File: config.mk
export PLATFORM = sky130hd
export DESIGN_NAME = sram_burst_arbiter
export DESIGN_NICKNAME = d
export VERILOG_FILES = /design/src/rtl/sram_arb_pkg.sv /design/src/rtl/sram_arb_rr2.sv /design/src/rtl/sram_burst_arbiter.sv
export SDC_FILE = /design/constraint.sdc
export NUM_CORES = 1
export LEC_CHECK = 0
export CORE_MARGIN = 4
export CORE_UTILIZATION = 35
export DETAILED_ROUTE_END_ITERATION = 10
export PLACE_DENSITY = 0.75
export SETUP_SLACK_MARGIN = 0.4
export SYNTH_ARGS = -nofsm -noshare
export SYNTH_HDL_FRONTEND = slang
export SYNTH_SLANG_ARGS = --single-unit
File: constraint.sdc
create_clock -name clk -period 3.1 [get_ports clk]
set_input_delay 0.62 -clock clk [delete_from_list [all_inputs] [get_ports clk]]
set_output_delay 0.62 -clock clk [all_outputs]
set_load 0.02 [all_outputs]
File: src/rtl/sram_arb_pkg.sv
// Shared definitions for the two-requester SRAM burst arbiter.
// Holds the default geometry (16x8 SRAM, 4-bit burst length), the FSM state
// codes and the beat-counter width helper.
package sram_arb_pkg;

  localparam int AW_DEF = 4;  // SRAM address width, depth 2**AW
  localparam int DW_DEF = 8;  // data width
  localparam int LW_DEF = 4;  // burst-length field width, len==0 means 2**LW beats

  // The beat counter needs one extra bit so a 2**LW-beat burst never overflows.
  function automatic int cnt_width(input int lw);
    return lw + 1;
  endfunction

  localparam int CNT_W = cnt_width(LW_DEF);

  // Sequencer states, kept as plain constants for legacy tool flows.
  localparam logic [1:0] ST_IDLE  = 2'd0;
  localparam logic [1:0] ST_BURST = 2'd1;
  localparam logic [1:0] ST_DRAIN = 2'd2;

endpackage

File: src/rtl/sram_arb_rr2.sv
// Two-way grant selector for the SRAM burst arbiter.
// Default: round-robin, a tie goes to the requester not granted last
// (last_grant resets to 1 so requester 0 wins the first tie).
// Macro SRAM_ARB_PRIO_EN: fixed priority, requester 0 always wins ties.
module sram_arb_rr2
  import sram_arb_pkg::*;
(
  input  logic       clk,
  input  logic       rst,
  input  logic [1:0] valid,
  input  logic       accept,
  output logic [1:0] grant
);

`ifdef SRAM_ARB_PRIO_EN

  // Fixed priority: requester 0 beats requester 1.
  always_comb begin
    grant = 2'b00;
    if (valid[0])      grant = 2'b01;
    else if (valid[1]) grant = 2'b10;
  end

`else

  logic last_grant;
  logic pick;

  // Winner index: a lone requester wins, a tie goes to whoever lost last time.
  always_comb begin
    // NOTE: every output gets a default before any branch so no path leaves it unassigned (no latch).
    pick  = valid[1];
    grant = 2'b00;
    if (valid == 2'b11) pick = ~last_grant;
    if (valid != 2'b00) grant = pick ? 2'b10 : 2'b01;
  end

  // Remember the index granted by each accepted request.
  always_ff @(posedge clk) begin
    // NOTE: registers use non-blocking assignment so all flops update from pre-edge values.
    if (rst)         last_grant <= 1'b1;
    else if (accept) last_grant <= pick;
  end

`endif

endmodule

File: src/rtl/sram_burst_arbiter.sv
// Two-requester burst arbiter/sequencer in front of a single burst-mode SRAM.
// Grants whole bursts, then issues one SRAM beat per clock with an incrementing
// (wrapping) address. Write data is pulled from the granted requester beat by
// beat; read data comes back one cycle later with rvalid/rid.
// Macro SRAM_ARB_PRIO_EN selects fixed priority instead of round-robin.
module sram_burst_arbiter
  import sram_arb_pkg::*;
#(
  parameter int AW = AW_DEF,
  parameter int DW = DW_DEF,
  parameter int LW = LW_DEF
) (
  input  logic            clk,
  input  logic            rst,
  input  logic [1:0]      req_valid,
  output logic [1:0]      req_ready,
  input  logic [1:0]      req_we,
  input  logic [2*AW-1:0] req_addr,
  input  logic [2*LW-1:0] req_len,
  input  logic [2*DW-1:0] req_wdata,
  output logic [1:0]      wbeat,
  output logic            rvalid,
  output logic            rid,
  output logic [DW-1:0]   rdata,
  output logic [1:0]      done,
  output logic            busy,
  output logic            sram_cs,
  output logic            sram_we,
  output logic [AW-1:0]   sram_addr,
  output logic [LW-1:0]   sram_burst_len,
  output logic [DW-1:0]   sram_din,
  input  logic [DW-1:0]   sram_dout
);

  localparam int CW = cnt_width(LW);

  logic [1:0]    state;
  logic [1:0]    grant;
  logic          accept;
  logic          cmd_id;
  logic          cmd_we;
  logic [AW-1:0] cmd_addr;
  logic [LW-1:0] cmd_len;
  logic [CW-1:0] cnt;
  logic [CW-1:0] beats;
  logic          last_beat;
  logic          rd_pend;
  logic          rd_id;
  logic [1:0]    cmd_onehot;

  sram_arb_rr2 u_rr2 (
    .clk    (clk),
    .rst    (rst),
    .valid  (req_valid),
    .accept (accept),
    .grant  (grant)
  );

  // A request is only taken in IDLE, and never while reset is asserted.
  assign accept    = (state == ST_IDLE) && (grant != 2'b00) && !rst;
  assign req_ready = accept ? grant : 2'b00;

  // len==0 encodes the full 2**LW burst.
  assign beats      = (cmd_len == '0) ? {1'b1, {LW{1'b0}}} : {1'b0, cmd_len};
  assign last_beat  = (cnt == beats - CW'(1));
  assign cmd_onehot = cmd_id ? 2'b10 : 2'b01;

  // Sequencer: latch the granted command, step through its beats, drain reads.
  always_ff @(posedge clk) begin
    if (rst) begin
      state    <= ST_IDLE;
      cmd_id   <= 1'b0;
      cmd_we   <= 1'b0;
      cmd_addr <= '0;
      cmd_len  <= '0;
      cnt      <= '0;
    end else begin
      case (state)
        ST_IDLE: begin
          if (accept) begin
            cmd_id   <= grant[1];
            cmd_we   <= grant[1] ? req_we[1] : req_we[0];
            cmd_addr <= grant[1] ? req_addr[2*AW-1:AW] : req_addr[AW-1:0];
            cmd_len  <= grant[1] ? req_len[2*LW-1:LW] : req_len[LW-1:0];
            cnt      <= '0;
            state    <= ST_BURST;
          end
        end
        ST_BURST: begin
          cnt <= cnt + CW'(1);
          if (last_beat) state <= cmd_we ? ST_IDLE : ST_DRAIN;
        end
        ST_DRAIN: state <= ST_IDLE;
        default:  state <= ST_IDLE;
      endcase
    end
  end

  // Read-return pipe: SRAM data is valid the cycle after a read beat.
  always_ff @(posedge clk) begin
    if (rst) begin
      rd_pend <= 1'b0;
      rd_id   <= 1'b0;
    end else begin
      rd_pend <= (state == ST_BURST) && !cmd_we;
      rd_id   <= cmd_id;
    end
  end

  // Beat-level SRAM drive, write-data pull and completion pulses.
  always_comb begin
    sram_cs   = 1'b0;
    sram_we   = 1'b0;
    sram_addr = '0;
    sram_din  = '0;
    wbeat     = 2'b00;
    done      = 2'b00;
    if (state == ST_BURST) begin
      sram_cs   = 1'b1;
      sram_we   = cmd_we;
      sram_addr = cmd_addr + AW'(cnt);
      if (cmd_we) begin
        sram_din = cmd_id ? req_wdata[2*DW-1:DW] : req_wdata[DW-1:0];
        wbeat    = cmd_onehot;
        if (last_beat) done = cmd_onehot;
      end
    end else if (state == ST_DRAIN) begin
      done = cmd_onehot;
    end
  end

  assign busy           = (state != ST_IDLE);
  assign rvalid         = rd_pend;
  assign rid            = rd_pend & rd_id;
  assign rdata          = rd_pend ? sram_dout : '0;
  assign sram_burst_len = cmd_len;

endmodule

==> metrics <==
run status=complete, no violations; met2 wire length=approximately 1.7 mm; HP Class=register to register; metal3 WL=280 um; layout cell share with drive strength beyond 1=between 10% and 20%; CTS Buf Count=3; slew margin rel.=~55%; antenna cells=0; FP Rows=22; Avg Cell Area, Syn=8.11 sq um; RSZ-0062 raised after global routing=true; Synth Area in Compound Gates=15.2%; Worst Setup End Kind=output port; most frequent cells in the layout=72 x clkdlybuf4s50_1, 33 x nor2_1, 17 x mux2i_1, 17 x dfxtp_1, 12 x a211oi_1; worst-path cell chain=inv_1 > ha_1 > o21bai_1 > a32o_1 > a221o_1 > nand4_4 > o31ai_2 > buf_4; max_cap viols=0; Clock Path Buffers=2; DR WL/cell=~12 um; Slew Limit Fails=0; remaining antenna violation count=0; synth-to-layout area growth=64.3%; initial core utilization=roughly 37%; drt first pass iters=7; Synth cell types=40; warnings from Yosys=0; antenna violations before repair=0; Die ar.=between 5000 and 6000 sq um; Setup TNS=0 ns; Adder-Cell Fraction of Synth Area=between 6 and 7%; Least-Margin Pin Slew=~0.67 ns; Fin Clk Skew=around 0.0042 ns; synthesized area=1400 sq um; worst vdd ir=303 uV; GP Congestion=about 0.82; Via density=4.74; ys flop type=dfxtp_1; final core occ=61.2%; Final Total Pwr=roughly 920 uW; Max Used Layer=met4; Crit path max-delay family=compound AO/OA/AOI/OAI gates; CTS tree=built; Pleak=about 0.94 nW; Core Region=3740 sq um; Vert. Die Dim=approximately 70 um; overall die width=about 71 um; critical path launch point type=register; Max stage delay on crit path=0.34 ns; vias in the first global route=1,353; CP bufs+invs=2; Routed Wire Length=approximately 3.6 mm; main combinational cell family by area after synthesis=simple AND/OR/NAND/NOR gates; # hold bufs at CTS=0; Critical Path AT=1.99 ns; critical path peak fanout=4; fmax=384 MHz; Slowest-stage cell, CP=dfxtp_2; DRC Markers=0; largest area contributor in the netlist=dfxtp_1; post-synthesis xor/xnor area fraction=under 10%; Worst-path clk slew=0.08 ns; fill cell count=around 340; first-pass GRT wire length=~5.9 mm; Post-Syn Nets=225; worst-skew pair later-pin latency=roughly 0.26 ns; reg-to-reg startpoint=sram_burst_len[0]; post-synth top area share=between 20% and 30%; root buffer cell=clkbuf_8; Setup crit start=sram_burst_len[0]; Setup CP Type=register to output port; largest net degree at the start of global routing=21; HP Start=cmd_we; asr flop ratio synth=0%; nets=around 300; Final Setup Violations=0; H-tree Lvls=1; GRT overflow=0; Power Density=about 400 nW/um^2; largest cells by area after synthesis=dfxtp_1 29%, mux2i_1 12%, nor2_1 8.9%; 1st-iter DRT viols=53; Simple-Gate Fraction of Synth Area=between 20% and 30%; sequential share of the synthesized area=28.7%; WP data required=2.48 ns; flops & latches, synth=20; CTS sink count=20; Total Routing Usage GR=~14%; Cells after Synth=between 150 and 200; EDFF count, synth=0; Hold Violations, Final=0; Period Utilization, post-route=roughly 84%; DRT met1 WL=1.53 mm; Ports=between 80 and 90; hpwl dp=~3.0 mm; via count=around 1,400; mux contribution to synthesized area=12.2%; Port Buf Inserts=80; minimum clock period=2.61 ns; commonest non-fill, non-tap cell in the layout=clkdlybuf4s50_1
## repair_timing
action,4_1_cts,5_1_grt
resized for setup,14,9
endpoints found under the setup margin,8,5
buffers inserted,0,1
pin swaps,0,2
gates cloned,0,0
## kinds of logic after synthesis
group                      Yosys count
adders and majority gates            7
buffers and inverters               20
xor gates and xnor gates             9
and+or+nand+nor                     69
DFF                                 20
AOI/OAI and AO/OA                   30
muxes                               17
## state kept, by name, indices dropped and copies added (netlist names)
| register | flops |
|---|---|
| cnt | 5 |
| cmd_addr | 4 |
| state | 2 |
| sram_burst_len | 4 |
| u_rr2.last_grant | 1 |
| rd_id | 1 |
| cmd_we | 1 |
| cmd_id | 1 |
| rvalid | 1 |
## cell type report
cell class	count	area, sq um	area share (%)
timing repair buffer	85	827	36.1
clock buffer	4	55.1	2.40
inverter	9	33.8	1.47
sequential	20	404	17.6
tap	48	60.1	2.62
multi-input combinational	132	912	39.8
## power by group
group          total [mW]  internal, mW  switching (mW)
clock network       0.201         0.113          0.0880
registers           0.319         0.285          0.0340
logic               0.396         0.204           0.191
## Yosys cell counts, types with 2 or more instances
cell type and n:
xnor2_1 4, clkbuf_1 5, nand3b_1 2, nor3_1 2
buf_4 2, ha_1 6, and2_1 10, buf_2 2
nor2b_1 2, dfxtp_1 20, a21oi_1 9, nor2_1 33
nand2_1 9, a211oi_1 12, inv_1 7, nand3_1 3
inv_2 2, xor2_1 4, mux2i_1 17
## worst register-to-register path, stage by stage, from the launching register on
cell	delay, ns
dfxtp_2	0.34
inv_1	0.07
ha_1	0.23
o21bai_1	0.18
a32o_1	0.22
a221o_1	0.33
nand4_4	0.11
o2bb2ai_1	0.12
## layer usage
layer | track usage, % | up-vias
li1 | - | 742
met1 | 16.5 | 621
met2 | 24.4 | 44
met3 | 4.40 | 6
met4 | 5.01 | 0
met5 | 0 | -
## worst paths after layout
check	to	slack, ns	cells after the start
worst max-delay path	done[0]	0.49	8
worst min register to register	rvalid	0.50	1
worst min-delay path	rvalid	0.50	1
worst max register to register	state[0]	1.44	7
## metrics by stage
step | hold WS (ns) | cell area (sq um) | std cells | worst slack (ns)
2_1_floorplan | 0.429 | 1400 | 172 | 0.595
3_3_place_gp | 0.455 | 2230 | 293 | 0.183
3_5_place_dp | 0.454 | 2230 | 293 | 0.171
4_1_cts | 0.489 | 2280 | 297 | 0.253
5_1_grt | 0.533 | 2290 | 298 | 0.373
6_report | 0.496 | 2290 | 298 | 0.494
Power figures use the tool's default switching activity.
